<file path="src/rtl/calc_pkg.sv">
// Shared keypad types: FSM state encoding, key classes, operator indices and the keymap.
package calc_pkg;

  typedef enum logic [2:0] {
    SCAN     = 3'd0,
    DEBOUNCE = 3'd1,
    PRESSED  = 3'd2,
    HELD     = 3'd3,
    RELEASE  = 3'd4
  } state_e;

  typedef enum logic [1:0] {
    KC_DIG  = 2'd0,
    KC_OP   = 2'd1,
    KC_BKSP = 2'd2,
    KC_CLR  = 2'd3
  } key_class_e;

  localparam logic [3:0] OP_ADD    = 4'd0;
  localparam logic [3:0] OP_SUB    = 4'd1;
  localparam logic [3:0] OP_MUL    = 4'd2;
  localparam logic [3:0] OP_DIV    = 4'd3;
  localparam logic [3:0] ROWS_IDLE = 4'hF;

  typedef struct packed {
    key_class_e kclass;
    logic [3:0] code;
  } key_t;

  // Physical layout: r0=1 2 3 A, r1=4 5 6 B, r2=7 8 9 C, r3=* 0 # D
  function automatic key_t keymap(input logic [1:0] row, input logic [1:0] col);
    key_t k;
    case ({row, col})
      4'h0:    k = '{KC_DIG,  4'd1};
      4'h1:    k = '{KC_DIG,  4'd2};
      4'h2:    k = '{KC_DIG,  4'd3};
      4'h3:    k = '{KC_OP,   OP_ADD};
      4'h4:    k = '{KC_DIG,  4'd4};
      4'h5:    k = '{KC_DIG,  4'd5};
      4'h6:    k = '{KC_DIG,  4'd6};
      4'h7:    k = '{KC_OP,   OP_SUB};
      4'h8:    k = '{KC_DIG,  4'd7};
      4'h9:    k = '{KC_DIG,  4'd8};
      4'hA:    k = '{KC_DIG,  4'd9};
      4'hB:    k = '{KC_OP,   OP_MUL};
      4'hC:    k = '{KC_BKSP, 4'd0};
      4'hD:    k = '{KC_DIG,  4'd0};
      4'hE:    k = '{KC_CLR,  4'd0};
      4'hF:    k = '{KC_OP,   OP_DIV};
      default: k = '{KC_DIG,  4'd0};
    endcase
    return k;
  endfunction

  function automatic logic [1:0] lowest_low(input logic [3:0] rows);
    logic [1:0] idx;
    if (!rows[0])      idx = 2'd0;
    else if (!rows[1]) idx = 2'd1;
    else if (!rows[2]) idx = 2'd2;
    else               idx = 2'd3;
    return idx;
  endfunction

endpackage

</file>
<file path="src/rtl/keypad_sync.sv">
// Two-flop synchroniser for the asynchronous active-low keypad rows; idles at all-high.
module keypad_sync
  import calc_pkg::*;
(
  input  logic       i_clock,
  input  logic       i_reset,
  input  logic [3:0] i_row,
  output logic [3:0] o_row_sync
);

  logic [3:0] r_meta;
  logic [3:0] r_sync;

  always_ff @(posedge i_clock) begin
    if (i_reset) begin
      r_meta <= ROWS_IDLE;
      r_sync <= ROWS_IDLE;
    end else begin
      r_meta <= i_row;
      r_sync <= r_meta;
    end
  end

  assign o_row_sync = r_sync;

endmodule

</file>
<file path="src/rtl/keypad_decoder.sv">
// 4x4 keypad scanner/debouncer emitting one class pulse per accepted press.
// Optional `KEY_REPEAT_EN: auto-repeat of backspace while '*' is held.
module keypad_decoder
  import calc_pkg::*;
#(
  parameter int SCAN_DIV        = 16,
  parameter int DEBOUNCE_CYCLES = 50000,
  parameter int REPEAT_DELAY    = 500000,
  parameter int REPEAT_RATE     = 100000
) (
  input  logic       clock,
  input  logic       reset,
  input  logic [3:0] row_in,
  output logic [3:0] col_out,
  output logic       dig_pulse,
  output logic       op_pulse,
  output logic       bksp_pulse,
  output logic       clr_pulse,
  output logic [3:0] key_code
);

  localparam int SW = $clog2(SCAN_DIV);
  localparam int DW = $clog2(DEBOUNCE_CYCLES + 1);

  logic [3:0]    w_rs;
  state_e        r_state;
  state_e        w_next_state;
  logic [SW-1:0] r_scan_cnt;
  logic [DW-1:0] r_db_cnt;
  logic [1:0]    r_col;
  logic [1:0]    r_row;
  logic [3:0]    r_col_out;
  logic          r_dig;
  logic          r_op;
  logic          r_bksp;
  logic          r_clr;
  logic [3:0]    r_key_code;
  logic          w_row_low;
  logic          w_scan_last;
  logic          w_db_last;
  logic          w_rep_fire;
  key_t          w_key;

  keypad_sync u_sync (
    .i_clock    (clock),
    .i_reset    (reset),
    .i_row      (row_in),
    .o_row_sync (w_rs)
  );

  assign w_row_low   = ~w_rs[r_row];
  assign w_scan_last = (r_scan_cnt == SW'(SCAN_DIV - 1));
  assign w_db_last   = (r_db_cnt == DW'(DEBOUNCE_CYCLES - 1));
  assign w_key       = keymap(r_row, r_col);

  always_ff @(posedge clock) begin
    if (reset) r_state <= SCAN;
    else       r_state <= w_next_state;
  end

  always_comb begin
    w_next_state = r_state;
    case (r_state)
      SCAN:     if (w_scan_last && (w_rs != ROWS_IDLE)) w_next_state = DEBOUNCE;
                else                                    w_next_state = SCAN;
      DEBOUNCE: if (!w_row_low)     w_next_state = SCAN;
                else if (w_db_last) w_next_state = PRESSED;
                else                w_next_state = DEBOUNCE;
      PRESSED:  w_next_state = HELD;
      HELD:     if (!w_row_low) w_next_state = RELEASE;
                else            w_next_state = HELD;
      RELEASE:  if (w_row_low)      w_next_state = HELD;
                else if (w_db_last) w_next_state = SCAN;
                else                w_next_state = RELEASE;
      default:  w_next_state = SCAN;
    endcase
  end

`ifdef KEY_REPEAT_EN
  localparam int REP_MAX = (REPEAT_DELAY > REPEAT_RATE) ? REPEAT_DELAY : REPEAT_RATE;
  localparam int RW      = $clog2(REP_MAX + 1);

  logic [RW-1:0] r_rep_cnt;
  logic          r_rep_phase;

  // First repeat waits REPEAT_DELAY after PRESSED, later ones REPEAT_RATE after the previous pulse
  assign w_rep_fire = (r_state == HELD) && w_row_low && (w_key.kclass == KC_BKSP) &&
                      (r_rep_cnt == (r_rep_phase ? RW'(REPEAT_RATE - 1) : RW'(REPEAT_DELAY - 1)));

  always_ff @(posedge clock) begin
    if (reset) begin
      r_rep_cnt   <= '0;
      r_rep_phase <= 1'b0;
    end else if (w_next_state == PRESSED) begin
      r_rep_cnt   <= '0;
      r_rep_phase <= 1'b0;
    end else if ((r_state == HELD) && (w_next_state == RELEASE)) begin
      r_rep_cnt   <= '0;
    end else if (w_rep_fire) begin
      r_rep_cnt   <= '0;
      r_rep_phase <= 1'b1;
    end else if (((r_state == HELD) || (r_state == PRESSED)) && (r_rep_cnt != RW'(REP_MAX))) begin
      r_rep_cnt   <= r_rep_cnt + 1'b1;
    end
  end
`else
  assign w_rep_fire = 1'b0;
`endif

  always_ff @(posedge clock) begin
    if (reset) begin
      r_scan_cnt <= '0;
      r_db_cnt   <= '0;
      r_col      <= 2'd0;
      r_row      <= 2'd0;
      r_col_out  <= 4'b1110;
      r_dig      <= 1'b0;
      r_op       <= 1'b0;
      r_bksp     <= 1'b0;
      r_clr      <= 1'b0;
      r_key_code <= 4'd0;
    end else begin
      r_dig  <= 1'b0;
      r_op   <= 1'b0;
      r_bksp <= 1'b0;
      r_clr  <= 1'b0;
      case (r_state)
        SCAN: begin
          if (w_scan_last) begin
            r_scan_cnt <= '0;
            r_db_cnt   <= '0;
            if (w_rs != ROWS_IDLE) begin
              r_row <= lowest_low(w_rs);
            end else begin
              r_col     <= r_col + 2'd1;
              r_col_out <= {r_col_out[2:0], r_col_out[3]};
            end
          end else begin
            r_scan_cnt <= r_scan_cnt + 1'b1;
          end
        end
        DEBOUNCE: begin
          if (!w_row_low) begin
            r_db_cnt   <= '0;
            r_scan_cnt <= '0;
            r_col      <= r_col + 2'd1;
            r_col_out  <= {r_col_out[2:0], r_col_out[3]};
          end else if (w_db_last) begin
            r_db_cnt   <= '0;
            r_key_code <= w_key.code;
            case (w_key.kclass)
              KC_DIG:  r_dig  <= 1'b1;
              KC_OP:   r_op   <= 1'b1;
              KC_BKSP: r_bksp <= 1'b1;
              KC_CLR:  r_clr  <= 1'b1;
              default: r_dig  <= 1'b0;
            endcase
          end else begin
            r_db_cnt <= r_db_cnt + 1'b1;
          end
        end
        PRESSED: r_db_cnt <= '0;
        HELD: begin
          r_db_cnt <= '0;
          if (w_rep_fire) r_bksp <= 1'b1;
        end
        RELEASE: begin
          if (w_row_low) begin
            r_db_cnt <= '0;
          end else if (w_db_last) begin
            r_db_cnt   <= '0;
            r_scan_cnt <= '0;
            r_col      <= r_col + 2'd1;
            r_col_out  <= {r_col_out[2:0], r_col_out[3]};
          end else begin
            r_db_cnt <= r_db_cnt + 1'b1;
          end
        end
        default: r_db_cnt <= '0;
      endcase
    end
  end

  assign col_out    = r_col_out;
  assign dig_pulse  = r_dig;
  assign op_pulse   = r_op;
  assign bksp_pulse = r_bksp;
  assign clr_pulse  = r_clr;
  assign key_code   = r_key_code;

endmodule

</file>
<file path="config.mk">
export PLATFORM = sky130hd
export DESIGN_NAME = keypad_decoder
export DESIGN_NICKNAME = d
export VERILOG_FILES = /design/src/rtl/calc_pkg.sv /design/src/rtl/keypad_sync.sv /design/src/rtl/keypad_decoder.sv
export SDC_FILE = /design/constraint.sdc
export NUM_CORES = 1
export LEC_CHECK = 0
export CAP_MARGIN = 0
export CORE_ASPECT_RATIO = 2
export CORE_UTILIZATION = 40
export CTS_BUF_LIST = sky130_fd_sc_hd__clkbuf_16
export CTS_CLUSTER_SIZE = 10
export DETAILED_ROUTE_END_ITERATION = 10
export DONT_BUFFER_PORTS = 1
export PLACE_DENSITY_LB_ADDON = 0.05
export SKIP_CTS_REPAIR_TIMING = 1
export SLEW_MARGIN = 20
export SYNTH_ARGS = -nofsm -noshare
export SYNTH_HDL_FRONTEND = slang
export SYNTH_HIERARCHICAL = 1
export SYNTH_SLANG_ARGS = --single-unit
</file>
<file path="constraint.sdc">
create_clock -name clock -period 3.6 [get_ports clock]
set_clock_uncertainty 0.2 [all_clocks]
set_input_delay 0.72 -clock clock [delete_from_list [all_inputs] [get_ports clock]]
set_output_delay 0.72 -clock clock [all_outputs]
set_load 0.02 [all_outputs]
</file>
==> results.py <==
metrics = {
    "run_status": {
        "status": "finished, final reports clean",
    },
    "sta": {
        "slew_violations": 0,
        "max_freq_ghz": 0.351,
        "timing.final.crit_share_pct": 79.1,
        "worst_slack_ps": 751,
        "hold_viol": 0,
        "tns_ps": 0,
        "timing.slew.headroom_pct": 58.4,
        "setup_viol": 0,
        "rsz0062_at_grt": "false",
        "period_minus_slack_ps": 2850,
        "tightest_slew_ps": 618,
    },
    "routing": {
        "drc": 0,
        "routed_via_density": 5.76,
        "wire_per_inst_um": 16.4,
        "firstDrtPassIters": 4,
        "wl_met3_um": 103,
        "ant_nets": 0,
        "drt_iter0_drc": 49,
        "vias": 1889,
        "topRoutingLayerUsed": "met4",
        "drt-met1-wl_um": 2020,
        "wl_um": 5370,
        "wl_met2_um": 3170,
    },
    "worst_setup_path": {
        "critPathKind": "flip-flop to flip-flop",
        "crit_slowest_cell": "mux4_2",
        "path_cells": "mux4_2 -> mux2_4 -> or3_4 -> or4_1 -> a31oi_1",
        "crit_required_ps": 3620,
        "critPathMaxStageDelay_ps": 680,
        "r2r-start": "r_row[0]$_SDFFE_PP0N_",
        "reg2regPathDepth": 5,
        "startpoint_type": "flip-flop",
        "path_max_fanout": 11,
        "worstReg2RegEnd": "r_db_cnt[5]$_SDFFE_PP0N_",
        "setup.worst_path.end_class": "flip-flop",
        "cp.arrival_ps": 2870,
        "rrSetupSlack_ps": 750,
    },
    "synthesis": {
        "synth_sequential_area_ratio_pct": 40.9,
        "synth_cells": 266,
        "synth_top_area_share_pct": 40.9,
        "synth_edf_count": 0,
        "avgSynthCellArea_um2": 8.65,
        "yosysTopAreaCell": "dfxtp_1",
        "synth_area_leaders": "dfxtp_1, nand2_1, nor2_1, a21oi_1, ha_1",
        "yosysUniqueCellTypes": 56,
        "async_flop_share_pct": 0,
        "synth.most_common_cell": "dfxtp_1",
        "synthesis.area_mm2": 0.00230,
        "yosysWarnings": 6,
        "yosys-top-cells-count": "dfxtp_1, nand2_1, nor2_1",
        "synth_top_flop_cell": "dfxtp_1",
        "ys_seq_elements": 47,
        "synthesis.nets": 278,
    },
    "floorplan": {
        "core_area_mm2": 0.00547,
        "die_h_um": 109,
        "dieArea_mm2": 0.00608,
        "ioPinCount": 18,
        "rows": 38,
        "die_x_um": 55.6,
        "initial_core_util_pct": 42.1,
    },
    "power_and_ir_drop": {
        "cellPowerDensity_mw_per_mm2": 403,
        "vdd_ir_drop_max_mv": 0.302,
        "p_leak_nw": 0.877,
    },
    "clocking": {
        "clk_pin_slew_worst_paths_ps": 70,
        "cts_buffer_depth": 2,
        "cts_buffers": 5,
        "htree_levels": 2,
        "cts_tree": "yes",
        "cts-root-buf": "clkbuf_16",
        "clock_latency_ps": 290,
        "clkSinkCount": 47,
    },
    "min_path": {
        "min_path_type": "flip-flop to flip-flop",
        "min_to": "u_sync/o_row_sync[1]$_SDFF_PP1_",
        "worstHoldPathCells": 1,
        "holdCritStartpoint": "u_sync/r_meta[1]$_SDFF_PP1_",
    },
    "final_layout": {
        "nets": 279,
        "drive_gt1_share_pct": 7.46,
        "fillers": 569,
        "diodes": 0,
        "area_growth_pct": 7.83,
    },
    "placed_design": {
        "port_buffers": 0,
        "dp_hpwl_um": 3930,
        "gp_congestion": 0.820,
        "preCtsSetupSlack_ps": 799,
    },
    "grt": {
        "grt_max_degree": 42,
        "grt_pass1_vias": 1839,
        "grt_overflow_total": 0,
        "grt_pass1_wl_um": 8750,
        "grt_usage_pct": 18.4,
        "antenna_found_initial": 0,
    },
    "run": {
        "maxCapViolCount": 0,
    },
}
## critical path: cells and delay by family (launching register included)
| kind | cells | cell delay (ps) |
|---|---|---|
| multiplexers | 2 | 1030 |
| AND/OR/NAND/NOR | 2 | 840 |
| flip-flops | 1 | 540 |
| AO/OA/AOI/OAI | 1 | 170 |
## registers in the layout, summed over array words and instances (netlist names)
signal and cells:
r_db_cnt 16, clr_pulse 1, r_col 2, col_out 4, dig_pulse 1, r_row 2, r_scan_cnt 4, op_pulse 1
u_sync/o_row_sync 4, u_sync/r_meta 4, r_state 3, key_code 4, bksp_pulse 1
## final cells by class
cell class	count	area, um^2	share of cell area, %
timing repair buffer	5	37.5	1.51
clock buffer	5	125	5.04
tap	60	75.1	3.02
clock inverter	3	15.0	0.605
sequential	47	941	37.9
inverter	9	33.8	1.36
multi-input combinational	199	1250	50.6
## worst max-delay path by stage
stage,depth (start not counted),to,from,slack [ps]
2_1_floorplan,6,r_db_cnt[5]$_SDFFE_PP0N_,r_row[0]$_SDFFE_PP0N_,1030
3_3_place_gp,5,r_db_cnt[5]$_SDFFE_PP0N_,r_row[0]$_SDFFE_PP0N_,820
3_5_place_dp,5,r_db_cnt[10]$_SDFFE_PP0N_,r_row[0]$_SDFFE_PP0N_,800
4_1_cts,5,r_db_cnt[5]$_SDFFE_PP0N_,r_row[0]$_SDFFE_PP0N_,770
5_1_grt,5,r_db_cnt[5]$_SDFFE_PP0N_,r_row[0]$_SDFFE_PP0N_,680
6_report,5,r_db_cnt[5]$_SDFFE_PP0N_,r_row[0]$_SDFFE_PP0N_,750
## per-layer routing
layer	vias to the layer above	GRT usage, %
met3	8	2.71
met1	886	17.1
met4	0	6.61
li1	966	-
met5	-	0
met2	29	38.9
## cells by family after synthesis
family,share of synthesized area [%]
compound gates,13.8
buf+inv,4.62
simple gates,30.1
mux,4.73
flops,40.9
xor+xnor,2.66
fa+ha+maj,3.26
## stage by stage
stage	util, %	std cells	hold WS, ps	instance area (um^2)	total power (W)
finish	45.4	328	199	2480	0.00100
CTS	45.4	328	205	2480	0.00101
global route	45.4	328	216	2480	0.00104
floorplan	-	266	183	2300	0.000562
detailed placement	42.8	320	189	2340	0.000563
global placement	42.8	320	185	2340	0.000562
## power breakdown
part | switching, W | internal (W) | total, W
sequential | 0.00000500 | 0.000527 | 0.000532
clock | 0.000197 | 0.000253 | 0.000450
combinational | 0.0000110 | 0.00000760 | 0.0000186
total | 0.000213 | 0.000787 | 0.00100
## placed cells by master (no fill, tap or decap), types with 2 or more instances in the layout
| cell type | n |
|---|---|
| dfxtp_1 | 47 |
| nand2_1 | 28 |
| nor2_1 | 26 |
| a21oi_1 | 17 |
| nand3_1 | 13 |
| o21ai_0 | 10 |
| inv_1 | 8 |
| nand4_1 | 8 |
| or2_1 | 8 |
| nor3_1 | 6 |
| mux2i_1 | 6 |
| a31oi_1 | 6 |
| ha_1 | 6 |
| nor4_1 | 5 |
| clkbuf_16 | 5 |
| buf_4 | 5 |
| nand4b_1 | 4 |
| or4_1 | 4 |
| xor2_1 | 4 |
| nor3b_1 | 3 |
| clkinv_1 | 3 |
| xnor2_1 | 3 |
| o211ai_1 | 3 |
| and3_1 | 3 |
| nor4b_1 | 2 |
| nor4bb_1 | 2 |
| o21a_1 | 2 |
| a32o_1 | 2 |
| and2_1 | 2 |
| or3_1 | 2 |
| nand3b_1 | 2 |
(Power assumes the default switching activity.)
